--- src/rtl/btn_pkg.sv ---
// Shared definitions for the push-button input stage and the player-position stage.
// Holds the debounce FSM encoding plus playfield geometry constants.
package btn_pkg;

  localparam logic [1:0] ST_IDLE         = 2'd0;
  localparam logic [1:0] ST_PRESS_WAIT   = 2'd1;
  localparam logic [1:0] ST_PRESSED      = 2'd2;
  localparam logic [1:0] ST_RELEASE_WAIT = 2'd3;

  typedef enum logic [1:0] {
    S_IDLE         = ST_IDLE,
    S_PRESS_WAIT   = ST_PRESS_WAIT,
    S_PRESSED      = ST_PRESSED,
    S_RELEASE_WAIT = ST_RELEASE_WAIT
  } btn_state_t;

  localparam int PLAY_W   = 240;
  localparam int PLAYER_W = 24;

  // The debounced level is high from the accepted press until the release is accepted.
  function automatic logic is_level_high(input btn_state_t st);
    return (st == S_PRESSED) || (st == S_RELEASE_WAIT);
  endfunction

endpackage

--- src/rtl/btn_debounce.sv ---
// One button: optional polarity inversion, 2-flop synchroniser, and a
// press/release debounce FSM that accepts a new level after it holds for N cycles.
module btn_debounce
  import btn_pkg::*;
#(
  parameter int DEBOUNCE_CYCLES = 500000,
  parameter int CNT_W           = $clog2(DEBOUNCE_CYCLES),
  parameter bit ACTIVE_LOW      = 1'b0
) (
  input  logic i_Clk,
  input  logic i_Rst,
  input  logic i_Btn_Raw,
  output logic o_Lvl,
  output logic o_Press
);

  localparam logic [CNT_W-1:0] CNT_LAST = CNT_W'(DEBOUNCE_CYCLES - 1);

  logic       btn_pol;
  logic       sync_meta;
  logic       sync_s;
  btn_state_t state_q, state_d;
  logic [CNT_W-1:0] cnt_q, cnt_d;
  logic       press_q, press_d;

  assign btn_pol = ACTIVE_LOW ? ~i_Btn_Raw : i_Btn_Raw;

  // NOTE: non-blocking assignments make sync_s take the old sync_meta; blocking ones
  // would collapse the two flops into one and defeat the synchroniser.
  always_ff @(posedge i_Clk or posedge i_Rst) begin
    if (i_Rst) begin
      sync_meta <= 1'b0;
      sync_s    <= 1'b0;
    end else begin
      sync_meta <= btn_pol;
      sync_s    <= sync_meta;
    end
  end

  always_ff @(posedge i_Clk or posedge i_Rst) begin
    if (i_Rst) begin
      state_q <= S_IDLE;
      cnt_q   <= '0;
      press_q <= 1'b0;
    end else begin
      state_q <= state_d;
      cnt_q   <= cnt_d;
      press_q <= press_d;
    end
  end

  // NOTE: every output of this block gets a default first, so no path leaves a
  // signal unassigned and no latch is inferred.
  always_comb begin
    state_d = state_q;
    cnt_d   = cnt_q;
    press_d = 1'b0;
    unique case (state_q)
      S_IDLE: begin
        if (sync_s) begin
          state_d = S_PRESS_WAIT;
          cnt_d   = '0;
        end
      end
      S_PRESS_WAIT: begin
        if (!sync_s) begin
          state_d = S_IDLE;
        end else if (cnt_q == CNT_LAST) begin
          state_d = S_PRESSED;
          press_d = 1'b1;
        end else begin
          cnt_d = cnt_q + CNT_W'(1);
        end
      end
      S_PRESSED: begin
        if (!sync_s) begin
          state_d = S_RELEASE_WAIT;
          cnt_d   = '0;
        end
      end
      S_RELEASE_WAIT: begin
        // A return to 1 during the wait is a bounce: back to PRESSED with no new pulse.
        if (sync_s) begin
          state_d = S_PRESSED;
        end else if (cnt_q == CNT_LAST) begin
          state_d = S_IDLE;
        end else begin
          cnt_d = cnt_q + CNT_W'(1);
        end
      end
      default: state_d = S_IDLE;
    endcase
  end

  assign o_Lvl   = is_level_high(state_q);
  assign o_Press = press_q;

endmodule

--- src/rtl/btn_conditioner.sv ---
// Button input stage: three debounced buttons, one-cycle press pulses, and
// movement/fire levels latched once per frame on i_fTick.
module btn_conditioner
  import btn_pkg::*;
#(
  parameter int DEBOUNCE_CYCLES = 500000,
  parameter int CNT_W           = $clog2(DEBOUNCE_CYCLES),
  parameter bit ACTIVE_LOW      = 1'b0
) (
  input  logic i_Clk,
  input  logic i_Rst,
  input  logic i_Btn_Left_Raw,
  input  logic i_Btn_Right_Raw,
  input  logic i_Btn_Fire_Raw,
  input  logic i_fTick,
  output logic o_Btn_Left,
  output logic o_Btn_Right,
  output logic o_Btn_Fire,
  output logic o_Left_Press,
  output logic o_Right_Press,
  output logic o_Fire_Press
);

  logic lvl_left;
  logic lvl_right;
  logic lvl_fire;

  btn_debounce #(
    .DEBOUNCE_CYCLES(DEBOUNCE_CYCLES),
    .CNT_W          (CNT_W),
    .ACTIVE_LOW     (ACTIVE_LOW)
  ) u_left (
    .i_Clk    (i_Clk),
    .i_Rst    (i_Rst),
    .i_Btn_Raw(i_Btn_Left_Raw),
    .o_Lvl    (lvl_left),
    .o_Press  (o_Left_Press)
  );

  btn_debounce #(
    .DEBOUNCE_CYCLES(DEBOUNCE_CYCLES),
    .CNT_W          (CNT_W),
    .ACTIVE_LOW     (ACTIVE_LOW)
  ) u_right (
    .i_Clk    (i_Clk),
    .i_Rst    (i_Rst),
    .i_Btn_Raw(i_Btn_Right_Raw),
    .o_Lvl    (lvl_right),
    .o_Press  (o_Right_Press)
  );

  btn_debounce #(
    .DEBOUNCE_CYCLES(DEBOUNCE_CYCLES),
    .CNT_W          (CNT_W),
    .ACTIVE_LOW     (ACTIVE_LOW)
  ) u_fire (
    .i_Clk    (i_Clk),
    .i_Rst    (i_Rst),
    .i_Btn_Raw(i_Btn_Fire_Raw),
    .o_Lvl    (lvl_fire),
    .o_Press  (o_Fire_Press)
  );

  // Opposing directions cancel each other with no priority; levels hold between ticks.
  always_ff @(posedge i_Clk or posedge i_Rst) begin
    if (i_Rst) begin
      o_Btn_Left  <= 1'b0;
      o_Btn_Right <= 1'b0;
      o_Btn_Fire  <= 1'b0;
    end else if (i_fTick) begin
      o_Btn_Left  <= lvl_left & ~lvl_right;
      o_Btn_Right <= lvl_right & ~lvl_left;
      o_Btn_Fire  <= lvl_fire;
    end
  end

endmodule

--- config.mk ---
export PLATFORM = sky130hd
export DESIGN_NAME = btn_conditioner
export DESIGN_NICKNAME = d
export VERILOG_FILES = /design/src/rtl/btn_pkg.sv /design/src/rtl/btn_debounce.sv /design/src/rtl/btn_conditioner.sv
export SDC_FILE = /design/constraint.sdc
export NUM_CORES = 1
export LEC_CHECK = 0
export CAP_MARGIN = 25
export CORE_MARGIN = 8
export CORE_UTILIZATION = 55
export DETAILED_ROUTE_END_ITERATION = 16
export GPL_ROUTABILITY_DRIVEN = 0
export GPL_TIMING_DRIVEN = 0
export HOLD_SLACK_MARGIN = 0.15
export PLACE_DENSITY = 0.83
export SLEW_MARGIN = 0
export SYNTH_ARGS = -nofsm -noshare
export SYNTH_HDL_FRONTEND = slang
export SYNTH_SLANG_ARGS = --single-unit
--- constraint.sdc ---
create_clock -name i_Clk -period 2.18 [get_ports i_Clk]
set_input_delay 0.218 -clock i_Clk [delete_from_list [all_inputs] [get_ports i_Clk]]
set_output_delay 0.218 -clock i_Clk [all_outputs]
set_load 0.05 [all_outputs]
==> results.txt <==
Worst min-delay path class: in -> reg
Row Count: 31
Crit path max fanout: 7
Overall routing resource usage: 0.179
Pre-antenna DRT Iters: 5
DR vias/cell: 6.19
Vias post-DR: 3330
TNS Setup: 0 ns
Leak pwr: 1.92 nW
DR DRC count: 0
Depth of the worst register-to-register path: 6
Largest net degree at the start of global routing: 61
Fin area: 4500 µm²
Core area: 7100 µm²
Htree depth: 3
RSZ-0062 raised after global routing: true
Final wirelength: 8570 µm
CP arrival: 2.36 ns
Area delta synth->final: 13.6%
Num CTS Buffers: 9
Die width: 101 µm
Largest area contributor in the netlist: dfrtp_1
Dpl ws: 0.0307 ns
Antenna-violating nets left: 0
Peak VDD IR: 0.527 mV
Max_slew headroom: 0.431
Crit path kind: reg -> reg
Grt ovf: 0
Top post-synthesis cells by area: dfrtp_1, nand2_1, nor2_1, xnor2_1, nand4_1
Placed inst area: 4230 µm²
Fin crit period: 2.09 ns
Slew Viols, Final: 0
Hold Path Cell Cnt: 1
Post-Syn Nets: 418
Max-Cap Viols: 0
Outcome: completed
Max Fclk: 0.478 GHz
Vias in the first global route: 3163
Worst Setup Slack, final: 0.0899 ns
Synth warnings: 0
Layout cells sized above 1: 0.116
Unique cell type count in the Yosys netlist: 61
Final net count: 444
Starting Density: 0.558
Root Driver: clkbuf_8
Async S/R FF share, synth: 1.00
Power Dens Cells: 639 nW/µm²
Part of the cycle the worst path needs: 0.959
TritonCTS clock tree: built
DR iter-0 viols: 257
Syn avg cell area: 9.69 µm²
Slew @ Worst Pin: 0.848 ns
First-pass GRT wire length: 14900 µm
Number of flops mapped to enable cells by yosys: 0
Crit path capture type: register
Port-buffer cells: 11
Clk pin slew, worst setup/hold paths: 0.08 ns
Number of antenna violations at the first check in global routing: 0
Clk_lat worst skew: 0.35 ns
Die Y: 101 µm
Sink Count: 75
Commonest cells after routing, fill and taps aside: dfrtp_1, nand2_1, nor2_1
Detailed placement HPWL: 5770 µm
Synthesis-stage register bit count: 75
Clock skew: 0.00851 ns
Mean routed wirelength per cell: 15.9 µm
Register area share after synthesis: 0.474
Antenna diodes: 0
Deepest clock path buffer count: 2
Post-Syn Area: 3960 µm²
Top FF cell, synth: dfrtp_1
Required @ worst endpoint: 2.45 ns
Most common cell after layout, fill and taps aside: dfrtp_1
Post-synth top area share: 0.474
Crit start category: register
Full die area: 10200 µm²
Endpoints failing hold: 0
Boundary pin count: 12
Synth Instances: 409
Final setup vio count: 0
[logic make-up after synthesis]
logic type / after synthesis / synth area share
AO/OA/AOI/OAI: 81 / 0.141
XOR/XNOR: 20 / 0.0442
adder cells (fa/ha/maj): 3 / 0.00948
buffers and inverters: 28 / 0.0281
flip-flops: 75 / 0.474
multiplexers: 12 / 0.0329
AND/OR/NAND/NOR: 190 / 0.271
[registers in the layout, indices dropped and copies added, names as in the netlist, named ones only]
signal	flops
o_Btn_Fire	1
o_Btn_Left	1
o_Btn_Right	1
u_fire.cnt_q	19
u_fire.o_Press	1
u_fire.state_q	1
u_fire.sync_meta	1
u_fire.sync_s	1
u_left.cnt_q	19
u_left.o_Press	1
u_left.state_q	1
u_left.sync_meta	1
u_left.sync_s	1
u_right.cnt_q	19
u_right.o_Press	1
u_right.state_q	1
u_right.sync_meta	1
u_right.sync_s	1
[per-layer routing]
layer,up-vias,track usage,part of all wire
met5,-,0,0
met4,0,0.0698,0.015
met3,11,0.0414,0.058
met2,124,0.283,0.48
met1,1623,0.233,0.45
li1,1572,-,-
[final timing paths]
path | start | to | slack (ns)
max in group asynchronous | i_Rst | u_right.cnt_q[16] | 0.92
max reg2reg | u_right.cnt_q[0] | u_right.cnt_q[16] | 0.09
min | i_Btn_Fire_Raw | u_fire.sync_meta | 0.30
min in group asynchronous | i_Rst | u_right.cnt_q[4] | 0.70
min reg2reg | u_fire.sync_meta | u_fire.sync_s | 0.35
max | u_right.cnt_q[0] | u_right.cnt_q[16] | 0.09
[where the power goes]
part           total (W)  switching [W]  internal (W)
Sequential       0.00149      0.0000536       0.00143
Combinational   0.000210       0.000128     0.0000821
Clock            0.00118       0.000537      0.000642
[area by class of cell]
class,count,area [µm²]
Buffer,13,55.1
Fill cell,576,2600
Inverter,15,58.8
Timing Repair Buffer,15,163
Multi-Input combinational cell,306,2010
Clock inverter,6,90.1
Sequential cell,75,1880
Tap cell,99,124
Clock buffer,9,124
[critical path, stage by stage, from the launching register on]
cell	delay, ns
dfrtp_2	0.41
ha_2	0.25
nand4_1	0.14
or4_1	0.51
clkbuf_2	0.18
or3_1	0.35
a21oi_1	0.16
[repair_timing]
action | 4_1_cts | 5_1_grt
gates cloned | 0 | 0
hold buffers | 1 | 0
hold endpoints to repair | 2 | 0
endpoints found under the setup margin | 1 | 13
resized for setup | 1 | 5
buffers inserted | 0 | 2
[cell usage after synthesis (all sizes together), types with 2 or more instances]
library cell	number
a211o	3
a21o	4
a21oi	17
a221o	3
a22o	9
a311o	2
a311oi	2
a31oi	2
and2	4
and3	12
and4	2
and4b	2
buf	4
clkbuf	9
dfrtp	75
ha	3
inv	14
mux2	8
mux2i	4
nand2	41
nand3	22
nand3b	3
nand4	17
nor2	39
nor3	13
nor3b	3
nor4	7
nor4b	8
o211ai	2
o21ai	20
o311a	2
o31ai	8
or2	2
or3	6
or4	3
xnor2	13
xor2	7
[stage by stage]
stage | instances | hold slack, ns | util | total power, W
after floorplan | 409 | 0.249 | - | 0.00164
after global placement | 519 | 0.332 | 0.591 | 0.00169
after detailed placement | 520 | 0.337 | 0.595 | 0.00171
after CTS | 536 | 0.286 | 0.627 | 0.00288
after global routing | 538 | 0.291 | 0.634 | 0.00298
final | 538 | 0.302 | 0.634 | 0.00287
(Power assumes the default switching activity.)
